## config.mk

```make
export PLATFORM = sky130hd
export DESIGN_NAME = pwm_ramp
export DESIGN_NICKNAME = d
export VERILOG_FILES = /design/src/rtl/pwm_ramp_pkg.sv /design/src/rtl/pwm_ramp_period_ticker.sv /design/src/rtl/pwm_ramp.sv
export SDC_FILE = /design/constraint.sdc
export NUM_CORES = 1
export LEC_CHECK = 0
export ABC_AREA = 0
export CAP_MARGIN = 10
export CORE_MARGIN = 4
export CORE_UTILIZATION = 49
export CTS_CLUSTER_SIZE = 14
export DETAILED_ROUTE_END_ITERATION = 6
export DONT_BUFFER_PORTS = 1
export HOLD_SLACK_MARGIN = 0.08
export PLACE_DENSITY = 0.7
export SLEW_MARGIN = 0
export SYNTH_ARGS = -nofsm -noshare
export SYNTH_HDL_FRONTEND = slang
export SYNTH_SLANG_ARGS = --single-unit
```

## constraint.sdc

```tcl
create_clock -name clk -period 9.7 [get_ports clk]
set_input_delay 1.94 -clock clk [delete_from_list [all_inputs] [get_ports clk]]
set_output_delay 1.94 -clock clk [all_outputs]
set_load 0.1 [all_outputs]
```

## src/rtl/pwm_ramp_pkg.sv

```systemverilog
// Shared definitions for the PWM duty ramp generator: duty width, mode
// encodings, FSM state type and the saturating duty step helpers.
package pwm_ramp_pkg;

    localparam int unsigned DUTY_W = 16;

    localparam logic MODE_SINGLE  = 1'b0;
    localparam logic MODE_BREATHE = 1'b1;

    typedef enum logic [1:0] {
        IDLE,
        RAMP,
        BR_UP,
        BR_DOWN
    } state_t;

    // Move d up by s, clamped at lim. A value already above lim drops to lim.
    // s == 0 means full span: land on lim in one step.
    function automatic logic [DUTY_W-1:0] sat_up(
        input logic [DUTY_W-1:0] d,
        input logic [DUTY_W-1:0] s,
        input logic [DUTY_W-1:0] lim
    );
        logic [DUTY_W:0] sum;
        sum = {1'b0, d} + {1'b0, s};
        if (s == '0 || sum >= {1'b0, lim}) begin
            return lim;
        end
        return sum[DUTY_W-1:0];
    endfunction

    // Move d down by s, clamped at lim. Bit DUTY_W of the 17-bit difference
    // flags a borrow, which also clamps. s == 0 lands on lim in one step.
    function automatic logic [DUTY_W-1:0] sat_down(
        input logic [DUTY_W-1:0] d,
        input logic [DUTY_W-1:0] s,
        input logic [DUTY_W-1:0] lim
    );
        logic [DUTY_W:0] diff;
        diff = {1'b0, d} - {1'b0, s};
        if (s == '0 || diff[DUTY_W] || diff[DUTY_W-1:0] <= lim) begin
            return lim;
        end
        return diff[DUTY_W-1:0];
    endfunction

endpackage

```

## src/rtl/pwm_ramp_period_ticker.sv

```systemverilog
// PWM period counter with a registered end-of-period tick.
//   clk    : clock
//   rst    : synchronous active-high reset
//   period : PWM period in clk cycles, sampled live
//   tick   : high for one cycle while the counter holds period-1
//            (every cycle when period is 0 or 1)
module period_ticker
    import pwm_ramp_pkg::*;
(
    input  logic              clk,
    input  logic              rst,
    input  logic [DUTY_W-1:0] period,
    output logic              tick
);

    logic [DUTY_W-1:0] count;
    logic [DUTY_W-1:0] count_next;
    logic [DUTY_W-1:0] last;

    always_comb begin
        last       = (period > 16'd1) ? period - 16'd1 : '0;
        count_next = (count >= last) ? '0 : count + 16'd1;
    end

    // The tick is registered, so it is computed from the count the
    // counter is about to hold rather than the current one.
    always_ff @(posedge clk) begin
        if (rst) begin
            count <= '0;
            tick  <= 1'b0;
        end else begin
            count <= count_next;
            tick  <= (count_next == last);
        end
    end

endmodule

```

## src/rtl/pwm_ramp.sv

```systemverilog
// Duty-cycle ramp generator feeding a downstream PWM. Steps duty_cycle
// toward a latched target once per PWM period, either as a single ramp or
// as a continuous target <-> 0 breathe.
//   clk, rst    : clock, synchronous active-high reset
//   period      : PWM period (shared with the PWM stage)
//   start, stop : one-cycle command pulses (stop wins)
//   target, step, mode : ramp parameters, latched on start
//   duty_cycle  : registered duty value
//   period_tick : end-of-period strobe
//   busy, done  : not idle / single ramp completed pulse
module pwm_ramp
    import pwm_ramp_pkg::*;
(
    input  logic              clk,
    input  logic              rst,
    input  logic [DUTY_W-1:0] period,
    input  logic              start,
    input  logic              stop,
    input  logic [DUTY_W-1:0] target,
    input  logic [DUTY_W-1:0] step,
    input  logic              mode,
    output logic [DUTY_W-1:0] duty_cycle,
    output logic              period_tick,
    output logic              busy,
    output logic              done
);

    state_t            state, state_next;
    logic [DUTY_W-1:0] duty_next;
    logic [DUTY_W-1:0] tgt, tgt_next;
    logic [DUTY_W-1:0] stp, stp_next;
    logic              done_next;

    period_ticker u_ticker (
        .clk    (clk),
        .rst    (rst),
        .period (period),
        .tick   (period_tick)
    );

    assign busy = (state != IDLE);

    // The latched mode is carried by the state chosen on start
    // (RAMP vs BR_UP), so no separate mode register is kept.
    always_comb begin
        state_next = state;
        duty_next  = duty_cycle;
        tgt_next   = tgt;
        stp_next   = stp;
        done_next  = 1'b0;
        if (stop) begin
            state_next = IDLE;
        end else if (start) begin
            tgt_next   = target;
            stp_next   = step;
            state_next = (mode == MODE_BREATHE) ? BR_UP : RAMP;
        end else if (period_tick) begin
            case (state)
                RAMP: begin
                    duty_next = (duty_cycle <= tgt) ? sat_up(duty_cycle, stp, tgt)
                                                    : sat_down(duty_cycle, stp, tgt);
                    if (duty_next == tgt) begin
                        state_next = IDLE;
                        done_next  = 1'b1;
                    end
                end
                BR_UP: begin
                    duty_next = sat_up(duty_cycle, stp, tgt);
                    if (duty_next == tgt) begin
                        state_next = BR_DOWN;
                    end
                end
                BR_DOWN: begin
                    duty_next = sat_down(duty_cycle, stp, '0);
                    if (duty_next == '0) begin
                        state_next = BR_UP;
                    end
                end
                default: ;
            endcase
        end
    end

    always_ff @(posedge clk) begin
        if (rst) begin
            state      <= IDLE;
            duty_cycle <= '0;
            tgt        <= '0;
            stp        <= '0;
            done       <= 1'b0;
        end else begin
            state      <= state_next;
            duty_cycle <= duty_next;
            tgt        <= tgt_next;
            stp        <= stp_next;
            done       <= done_next;
        end
    end

endmodule

```

==> impl_metrics.py <==
metrics = {
    "sta": {
        "hold_slack_ns": 0.495,
        "hold_viol_final": 0,
        "fin_skew_ns": 0.0144,
        "fmaxAchievable_ghz": 0.153,
        "slew-limit-headroom": 0.224,
        "rsz0062_at_grt": "no",
        "slew_viol_final": 0,
        "fin_ws_ns": 3.18,
        "max_slew.worst_pin.slew_ns": 1.16,
        "min_period_ns": 6.52,
        "period_share": 0.672,
        "tns_ns": 0,
        "setup_viol": 0,
    },
    "cells_and_area": {
        "final_nets": 1189,
        "antenna_cells": 0,
        "fin_cells": 1255,
        "syn_to_final_growth_pct": 5.57,
        "utilization": 0.526,
        "drive_gt1_frac": 0.0481,
    },
    "setup_path": {
        "critPathMaxFanout": 18,
        "crit_type": "reg -> reg",
        "end_kind": "flip-flop",
        "r2r_cells": 17,
        "start_kind": "flip-flop",
        "arrival_ns": 6.75,
        "cpMaxStageDelayCell": "dfxtp_1",
        "crit_chain": "ha_1 -> nor2b_1 -> a211oi_1 -> nor3_1 -> a31oi_1 -> a221oi_1 -> xnor2_1 -> ha_1 -> a21oi_1 -> nor2b_1 -> or4_1 -> nor4_1 -> nor2_1 -> nor3_2 -> a2111oi_0 -> a2111oi_0 -> nor3_1",
        "slowest_delay_ns": 1.07,
        "cp.required_ns": 9.93,
    },
    "global_routing": {
        "grt_pass1_vias": 7365,
        "grt_pass1_wl_um": 40300,
        "grt_max_degree": 54,
        "antenna_found_initial": 0,
        "grt_usage": 0.284,
        "grt_overflow_total": 0,
    },
    "floorplanning": {
        "row_count": 46,
        "fp.dieH_um": 135,
        "initial_core_util": 0.498,
        "io_pins": 72,
        "die_area_sq_mm": 0.0182,
        "fp.coreArea_sq_mm": 0.0158,
        "dieWidth_um": 135,
    },
    "synth": {
        "synth.top_cell.area_share": 0.173,
        "syn-instance-count": 1065,
        "async_reset_ff_frac": 0,
        "synth-seq-area-share": 0.173,
        "ys_dominant_reg_cell": "dfxtp_1",
        "synthesis.area_sq_mm": 0.00788,
        "netlist_top_cells_count": "nand2_1 (128), nor2_1 (104), ha_1 (99)",
        "avgSynthCellArea_sq_um": 7.40,
        "synth_top_cell_by_area": "dfxtp_1",
        "yosysMostFrequentCell": "nand2_1",
        "ys_warn_count": 0,
        "synth_edf_count": 0,
        "synth_cell_type_count": 83,
        "synth_fp_nets": 1219,
        "ys_ff_latch": 68,
        "synthTopCellsByArea": "dfxtp_1 (17%), ha_1 (16%), xnor2_1 (6.1%), a21oi_1 (6.1%), nand2_1 (6.1%)",
    },
    "drt": {
        "first_iter_violations": 952,
        "drc": 0,
        "vias": 8031,
        "ant_nets": 0,
        "via_per_inst": 6.40,
        "dr.pass1.iters": 6,
        "drt_wl_total_um": 26100,
        "wire_per_inst_um": 20.8,
    },
    "pwr": {
        "seqPwrFrac": 0.291,
        "swShare": 0.370,
        "intPower_uw": 657,
        "pwr-share-clk": 0.349,
        "combPwrFrac": 0.360,
        "powerDensity_mw_per_mm2": 125,
        "irDropWorstVdd_v": 0.000106,
        "leakage_uw": 0.00342,
        "switchingPower_uw": 385,
    },
    "clock_network": {
        "cts_hold_buf": 0,
        "clockRootBuffer": "clkbuf_16",
        "cts.repair.resized": 0,
        "postCtsSetupBuffers": 0,
        "tritoncts": "done",
        "cts_sinks": 68,
        "cts_buffers": 9,
        "cts.path.max_buffers": 2,
        "htree_levels": 3,
        "clk_pin_slew_ns": 0.06,
        "clkLatencyLatePin_ns": 0.36,
    },
    "min_path": {
        "hold_path_depth": 2,
        "hold_path_class": "reg -> reg",
    },
    "placement": {
        "gp_congestion": 0.975,
        "place_ws_ns": 3.44,
        "dp_hpwl_um": 20600,
        "io_buffers": 0,
        "dpl.cell_count": 1240,
    },
    "run_status": {
        "status": "finished, final reports clean",
    },
    "run": {
        "drv_cap": 0,
    },
}
-- sequential cells by signal, indices dropped and copies added (netlist names) --
register and flops:
u_ticker.tick 1, state 2, duty_cycle 16, done 1
tgt 16, stp 16, u_ticker.count 16
-- final timing paths --
path                        end          start  slack, ns
setup / recovery  duty_cycle[6]  duty_cycle[6]       3.18
hold / removal          stp[12]        stp[12]       0.50
setup reg to reg  duty_cycle[6]  duty_cycle[6]       3.18
hold reg to reg         stp[12]        stp[12]       0.50
-- cells in the final DEF, fill, tap and decap left out, drive strengths merged, types with 16 or more instances in the layout --
cell / Yosys / final
a211oi: 20 / 20
nor4: 19 / 19
nor2: 105 / 105
a221oi: 18 / 18
ha: 99 / 99
inv: 68 / 68
nor3: 34 / 34
nand3: 19 / 19
dfxtp: 68 / 68
xor2: 32 / 32
xnor2: 56 / 56
a21oi: 99 / 99
o21ai: 35 / 35
nand4: 16 / 16
nand2: 128 / 128
-- per-stage QoR --
stage | total power, uW | area, sq um
6_report | 1040 | 8320
5_1_grt | 1090 | 8320
4_1_cts | 1030 | 8320
3_5_place_dp | 671 | 8000
3_3_place_gp | 667 | 8000
2_1_floorplan | 585 | 7880
-- power groups by stage --
stage / combinational [uW] / clock [uW] / sequential, uW
floorplan: 285 / 0 / 300
global placement: 359 / 0 / 308
detailed placement: 362 / 0 / 308
CTS: 365 / 368 / 302
global route: 405 / 381 / 304
finish: 376 / 363 / 303
-- logic make-up (layout without fill, tap and decap cells) --
group	Yosys count	in the layout	synth area share
flops	68	68	0.173
simple gates	391	391	0.238
compound gates	290	290	0.255
buf+inv	118	92	0.0603
mux	9	9	0.0114
fa+ha+maj	101	101	0.162
xor+xnor	88	88	0.100
-- layer usage --
metal | up-vias | part of all wire | GRT usage | routed length, um
li1 | 3811 | - | - | -
met1 | 3697 | 0.43 | 0.395 | 11400
met2 | 448 | 0.42 | 0.424 | 10900
met3 | 75 | 0.11 | 0.0674 | 2850
met4 | 0 | 0.039 | 0.109 | 1030
met5 | - | 0 | 0 | 0
-- final cells by class --
cell class | count | area, sq um
Fill cell | 1572 | 7510
Multi-Input combinational cell | 879 | 6050
Sequential cell | 68 | 1360
Tap cell | 216 | 270
Inverter | 69 | 259
Clock buffer | 11 | 243
Clock inverter | 4 | 73.8
Timing Repair Buffer | 8 | 60.1
-- worst max-delay path: cells and delay by family (launching register included) --
family / cells / cell delay [ns]
compound gates: 6 / 1.79
xor+xnor: 1 / 0.22
fa+ha+maj: 2 / 0.79
flops: 1 / 1.07
simple gates: 8 / 2.50
Note: power is estimated with default switching activity, not from simulation.
